`src/rtl/irq_pending_if.sv`:
```
// rtl/irq_pending_if.sv - request/ack/encoder-side signal bundle for irq_pending
interface irq_pending_if #(
    parameter int WIDTH = 8,
    parameter int IDX_W = 3
);
    logic [WIDTH-1:0] irq_in;
    logic [WIDTH-1:0] edge_mode;
    logic [WIDTH-1:0] mask;
    logic             ack;
    logic [IDX_W-1:0] ack_idx;
    logic [WIDTH-1:0] d;
    logic             ena;
    logic [WIDTH-1:0] pending;
    logic [WIDTH-1:0] overrun;

    modport master (
        output irq_in, edge_mode, mask, ack, ack_idx,
        input  d, ena, pending, overrun
    );

    modport slave (
        input  irq_in, edge_mode, mask, ack, ack_idx,
        output d, ena, pending, overrun
    );
endinterface

```
`src/rtl/irq_pending.sv`:
```
// rtl/irq_pending.sv - synchronised pending-request capture feeding an 8-to-3 priority encoder
module irq_pending #(
    parameter int WIDTH = 8,
    parameter int IDX_W = 3
) (
    input  logic         clk,
    input  logic         rst_n,
    irq_pending_if.slave bus
);

    logic [WIDTH-1:0] r_s1;
    logic [WIDTH-1:0] r_s2;
    logic [WIDTH-1:0] r_prev;
    logic [WIDTH-1:0] r_pending;
    logic [WIDTH-1:0] r_overrun;
    logic [WIDTH-1:0] r_d;
    logic             r_ena;

    logic [WIDTH-1:0] w_set;
    logic [WIDTH-1:0] w_clr;
    logic [WIDTH-1:0] w_pend_next;
    logic [WIDTH-1:0] w_ovr_next;
    logic [WIDTH-1:0] w_d_next;

    // Indices at or above WIDTH never match, so out-of-range acks are ignored.
    always_comb begin
        w_set       = '0;
        w_clr       = '0;
        w_pend_next = '0;
        w_ovr_next  = '0;
        for (int i = 0; i < WIDTH; i++) begin
            w_set[i]       = bus.edge_mode[i] ? (r_s2[i] & ~r_prev[i]) : r_s2[i];
            w_clr[i]       = bus.ack && (int'(bus.ack_idx) == i);
            w_pend_next[i] = w_set[i] | (r_pending[i] & ~w_clr[i]);
            if (bus.edge_mode[i] && w_set[i] && r_pending[i] && !w_clr[i]) begin
                w_ovr_next[i] = 1'b1;
            end else if (w_clr[i]) begin
                w_ovr_next[i] = 1'b0;
            end else begin
                w_ovr_next[i] = r_overrun[i];
            end
        end
        w_d_next = w_pend_next & bus.mask;
    end

    always_ff @(posedge clk) begin
        if (!rst_n) begin
            r_s1      <= '0;
            r_s2      <= '0;
            r_prev    <= '0;
            r_pending <= '0;
            r_overrun <= '0;
            r_d       <= '0;
            r_ena     <= 1'b0;
        end else begin
            r_s1      <= bus.irq_in;
            r_s2      <= r_s1;
            r_prev    <= r_s2;
            r_pending <= w_pend_next;
            r_overrun <= w_ovr_next;
            r_d       <= w_d_next;
            r_ena     <= |w_d_next;
        end
    end

    assign bus.d       = r_d;
    assign bus.ena     = r_ena;
    assign bus.pending = r_pending;
    assign bus.overrun = r_overrun;

endmodule

```
`src/flat_wrapper.sv`:
```
// flat-port wrapper written by rule: the top's interface ports become plain ports
module irq_pending_flat 
#(
    parameter int WIDTH = 8,
    parameter int IDX_W = 3
)
  (clk, rst_n, bus_irq_in, bus_edge_mode, bus_mask, bus_ack, bus_ack_idx, bus_d, bus_ena, bus_pending, bus_overrun);
  irq_pending_if #(.WIDTH(WIDTH), .IDX_W(IDX_W)) bus_i ();
  input  logic clk;
  input  logic rst_n;
  input wire logic [$bits(bus_i.irq_in)-1:0] bus_irq_in;
  input wire logic [$bits(bus_i.edge_mode)-1:0] bus_edge_mode;
  input wire logic [$bits(bus_i.mask)-1:0] bus_mask;
  input wire logic [$bits(bus_i.ack)-1:0] bus_ack;
  input wire logic [$bits(bus_i.ack_idx)-1:0] bus_ack_idx;
  output wire logic [$bits(bus_i.d)-1:0] bus_d;
  output wire logic [$bits(bus_i.ena)-1:0] bus_ena;
  output wire logic [$bits(bus_i.pending)-1:0] bus_pending;
  output wire logic [$bits(bus_i.overrun)-1:0] bus_overrun;
  assign bus_i.irq_in = bus_irq_in;
  assign bus_i.edge_mode = bus_edge_mode;
  assign bus_i.mask = bus_mask;
  assign bus_i.ack = bus_ack;
  assign bus_i.ack_idx = bus_ack_idx;
  assign bus_d = bus_i.d;
  assign bus_ena = bus_i.ena;
  assign bus_pending = bus_i.pending;
  assign bus_overrun = bus_i.overrun;
  irq_pending #(.WIDTH(WIDTH), .IDX_W(IDX_W)) u_core (.clk(clk), .rst_n(rst_n), .bus(bus_i));
endmodule
```
`config.mk`:
```
export PLATFORM = sky130hd
export DESIGN_NAME = irq_pending_flat
export DESIGN_NICKNAME = d
export VERILOG_FILES = /design/src/rtl/irq_pending_if.sv /design/src/rtl/irq_pending.sv /design/src/flat_wrapper.sv
export SDC_FILE = /design/constraint.sdc
export NUM_CORES = 1
export LEC_CHECK = 0
export ABC_CLOCK_PERIOD_IN_PS = 2050
export CAP_MARGIN = 20
export CORE_MARGIN = 5
export CORE_UTILIZATION = 40
export DETAILED_ROUTE_END_ITERATION = 16
export PLACE_DENSITY_LB_ADDON = 0.1
export SYNTH_ARGS = -nofsm -noshare
export SYNTH_HDL_FRONTEND = slang
export SYNTH_SLANG_ARGS = --single-unit
```
`constraint.sdc`:
```
create_clock -name clk -period 2.05 [get_ports clk]
set_input_delay 0.205 -clock clk [delete_from_list [all_inputs] [get_ports clk]]
set_output_delay 0.205 -clock clk [all_outputs]
set_load 0.01 [all_outputs]
```
# Yosys cells after proc, flatten, opt, wreduce, memory -nomap -nowiden
# Index checks and enable logic that the tools add are counted.
# op_classes
eq_ne	7
reduce_logical	50
n_mux	24
n_bitwise	41
# ops
op	n
1-bit logical AND	32
1-bit 2-to-1 mux	24
1-bit AND	16
1-bit inverter	16
2-bit nonzero test	8
3-bit == test (second input constant)	4
8-bit AND	1
1-bit zero test	8
1-bit bitwise OR	8
8-bit OR reduction	1
3-bit by 2-bit == test with 1-bit output (second input constant)	2
3-bit by 1-bit == test with 1-bit output (second input constant)	1
3-bit zero test	1
# word_totals
register_bits	49
elab_cells	136
out_inout_bits	25
inputBits	30

# Logic depth before layout (Yosys ltp)
# depth
depth_word	7
ltp_mapped	4
ltp_nobuf	4

# Least setup slack after synthesis
# No wires, ideal clock.
# synth_path
path_kind	flip-flop to flip-flop
start	register u_core.r_s2[3]
end	register u_core.r_ena (netlist: u_core.bus.ena)
setup_slack_ps	523
required_ps	1930
n_path_buf	0
stages_incl_launch_ff	5
synth_period_minus_slack_ps	1527
arrival_ps	1407
path_cell_list	dfxtp_1 -> and2_1 -> a32o_1 -> or4_1 -> o31a_1
# synth_via
elab_chain_len	5
# synth_lines
element	line_no	rtl
from (decl)	irq_pending.sv:12	logic [WIDTH-1:0] r_s2;
from (signal assigned)	irq_pending.sv:57	r_s2 <= r_s1;
1-bit AND	irq_pending.sv:32	w_set[i] = bus.edge_mode[i] ? (r_s2[i] & ~r_prev[i]) : r_s2[i];
1-bit 2-to-1 mux *	irq_pending.sv:32	
1-bit bitwise OR *	irq_pending.sv:34	w_pend_next[i] = w_set[i] | (r_pending[i] & ~w_clr[i]);
8-bit AND *	irq_pending.sv:43	w_d_next = w_pend_next & bus.mask;
8-bit OR reduction *	irq_pending.sv:62	r_ena <= |w_d_next;
to (signal assigned)	irq_pending.sv:62	
to (decl)	irq_pending.sv:17	logic r_ena;
# Every way passes the cells marked *; elsewhere a longest branch is shown, timed or not.
# A chain may end at the register's enable or synchronous reset.

# Final worst setup path
# layout_path
start	input bus_edge_mode[5]
end	register u_core.r_ena (netlist: u_core.bus.ena)
# layout_via
elab_chain_len	4
# layout_lines
element	line_no	rtl
from (decl)	flat_wrapper.sv:12	input wire logic [$bits(bus_i.edge_mode)-1:0] bus_edge_mode;
1-bit 2-to-1 mux	irq_pending.sv:32	
1-bit bitwise OR	irq_pending.sv:34	
8-bit AND	irq_pending.sv:43	
8-bit OR reduction	irq_pending.sv:62	
# Every way passes these cells.

==> impl_metrics.ini <==
[detailed_routing]
drt_iter0_drc = 61
dr.pass1.iters = 4
vias_per_cell = 4.950
wl_per_cell_um = 13.68
dr_total_vias = 1381
wirelength_mm = 3.816
antenna_left = 0
drc = 0

[clock_network]
postCtsSetupRepairBufs = 0
clk_latency_ns = 0.29
cts_max_level = 2
cts_tree = done
clk_pin_slew_ns = 0.08
postCtsHoldBufs = 0
cts_root_buf = clkbuf_8
cts_resized = 0
ctsLongestPathBuffers = 2
cts_buffers = 5
cts.sinks = 49

[global_route]
grt_pass1_wl_mm = 6.320
grt_usage = 0.1481
grt_pass1_vias = 1415
gr-total-overflow = 0
antenna_found_initial = 0
grt_max_degree = 42

[synth]
ys_seq_area_frac = 0.5769
syn_inst = 167
ys_types = 18
syn_area_um2 = 1700
postSynthAreaPerCell_um2 = 10.18
synthesis.nets = 197
ys_ff_latch = 49
yosysWarnings = 0

[floorplan]
core-area_um2 = 4058
dieArea_um2 = 5655
start_util = 0.4191
die_height_um = 75.20
die_w_um = 75.20
io_pins = 55
rows = 23

[critical_path]
path_cells = clkdlybuf4s50_1 > nand2_1 > a32o_1 > or4_1 > o31a_1
cp_slowest_cell = or4_1
crit_path_max_incr_delay_ns = 0.51
critPathRequiredTime_ns = 2.24
critical_path_class = in2reg
critPathArrivalTime_ns = 1.85
path_delay_family = simple AND/OR/NAND/NOR gates
startpoint_type = primary input
crit_path_end_kind = flop
path_max_fanout = 2
path_buf_inv = 1

[timing]
slew_headroom = 0.7811
rsz0062_at_grt = no
hold_viol = 0
drv_slew = 0
tightest_slew_ns = 0.3284
clock.fmax_mhz = 601.1
tns_ns = 0
setup_viol = 0
period_share = 0.8115
skew_ns = 0.003504
min_period_ns = 1.664

[place]
gp_congestion = 0.8179
dp.final_hpwl_mm = 2.890
io_buffers = 54
dp.cells = 272

[final_layout]
syn_to_final_growth_pct = 41.87
final_layout_size_suffix_gt1_frac = 0.05240
diodes = 0
fin_nets = 259
stdcell_count = 279

[power]
power_mw = 1.754
p_per_area_nw_per_um2 = 727.0
p_leak_nw = 0.8963
ir_drop_mv = 0.4239

[hold_path]
hp-class = reg2reg

[run]
maxCapViolCount = 0

[run_status]
status = completed
## metal layers
layer  vias up  wire length [um]  GRT usage
li1        704                 -          -
met1       625              1680     0.1789
met2        44              1775     0.2456
met3         8               294    0.05073
met4         0                66    0.05243
met5         -                 0          0
## layout by cell type, fill, tap and decap left out
master / instances
or4b_1: 1
inv_1: 6
and2_2: 1
buf_4: 5
and2_1: 35
nand4bb_1: 3
clkdlybuf4s50_1: 54
nor2b_1: 8
dfxtp_1: 49
nor2_1: 8
clkbuf_1: 1
nand4_1: 3
a41oi_1: 8
nand4b_1: 3
a22oi_1: 8
o31a_1: 1
clkbuf_8: 6
nand3_1: 8
or4_1: 1
nand2_1: 16
a32o_1: 4
## Yosys cell counts, drive strengths merged
library cell | n | share of area
dfxtp | 49 | 0.58
nand4bb | 3 | 0.020
o31a | 1 | 0.0052
or4 | 1 | 0.0044
nand2 | 16 | 0.035
or4b | 1 | 0.0059
nand3 | 8 | 0.024
nand4 | 3 | 0.011
nand4b | 3 | 0.015
nor2b | 8 | 0.029
a22oi | 8 | 0.035
nor2 | 8 | 0.018
a41oi | 8 | 0.041
inv | 6 | 0.013
clkbuf | 4 | 0.0088
a32o | 4 | 0.024
and2 | 36 | 0.13
## worst paths after layout
check | startpoint | to | slack, ns | depth (start not counted)
worst max register to register | u_core.r_s2[3] | u_core.bus.ena | 0.43 | 4
worst min register to register | u_core.r_s1[4] | u_core.r_s2[4] | 0.44 | 1
worst min-delay path | u_core.r_s1[4] | u_core.r_s2[4] | 0.44 | 1
worst max-delay path | bus_edge_mode[5] | u_core.bus.ena | 0.39 | 5
## through the flow
step           hold WS, ns  worst slack (ns)  cell area, um2  utilization
3_5_place_dp        0.4181           0.09410            2326       0.5732
2_1_floorplan       0.3267            0.5229            1700            -
3_3_place_gp        0.4167            0.1120            2326       0.5732
4_1_cts             0.4401            0.4047            2412       0.5945
5_1_grt             0.4526            0.2947            2412       0.5945
6_report            0.4362            0.3865            2412       0.5945
## cell type report
| class | instances | area (um2) |
|---|---|---|
| fillers | 359 | 1645 |
| clock buffers | 7 | 86.33 |
| multi-input cells | 108 | 681.9 |
| well taps | 50 | 62.56 |
| flip-flops and latches | 49 | 980.9 |
| repair buffers | 59 | 578.1 |
| inverters | 6 | 22.52 |
## cells by family after synthesis
logic type / after synthesis / share of synthesized area
AO/OA/AOI/OAI: 21 / 0.1052
buffers and inverters: 10 / 0.02207
flip-flops: 49 / 0.5769
AND/OR/NAND/NOR: 87 / 0.2958
## state kept, by name, summed over array words and instances (netlist names)
signal / count
u_core.bus.d: 8
u_core.bus.overrun: 8
u_core.bus.pending: 8
u_core.r_prev: 8
u_core.r_s1: 8
u_core.r_s2: 8
u_core.bus.ena: 1
## report_power, final
| group | switching (mW) | internal, mW | total (mW) |
|---|---|---|---|
| registers | 0.0213 | 0.987 | 1.01 |
| logic | 0.0698 | 0.119 | 0.189 |
| clock network | 0.289 | 0.268 | 0.557 |
Power figures use the tool's default switching activity.
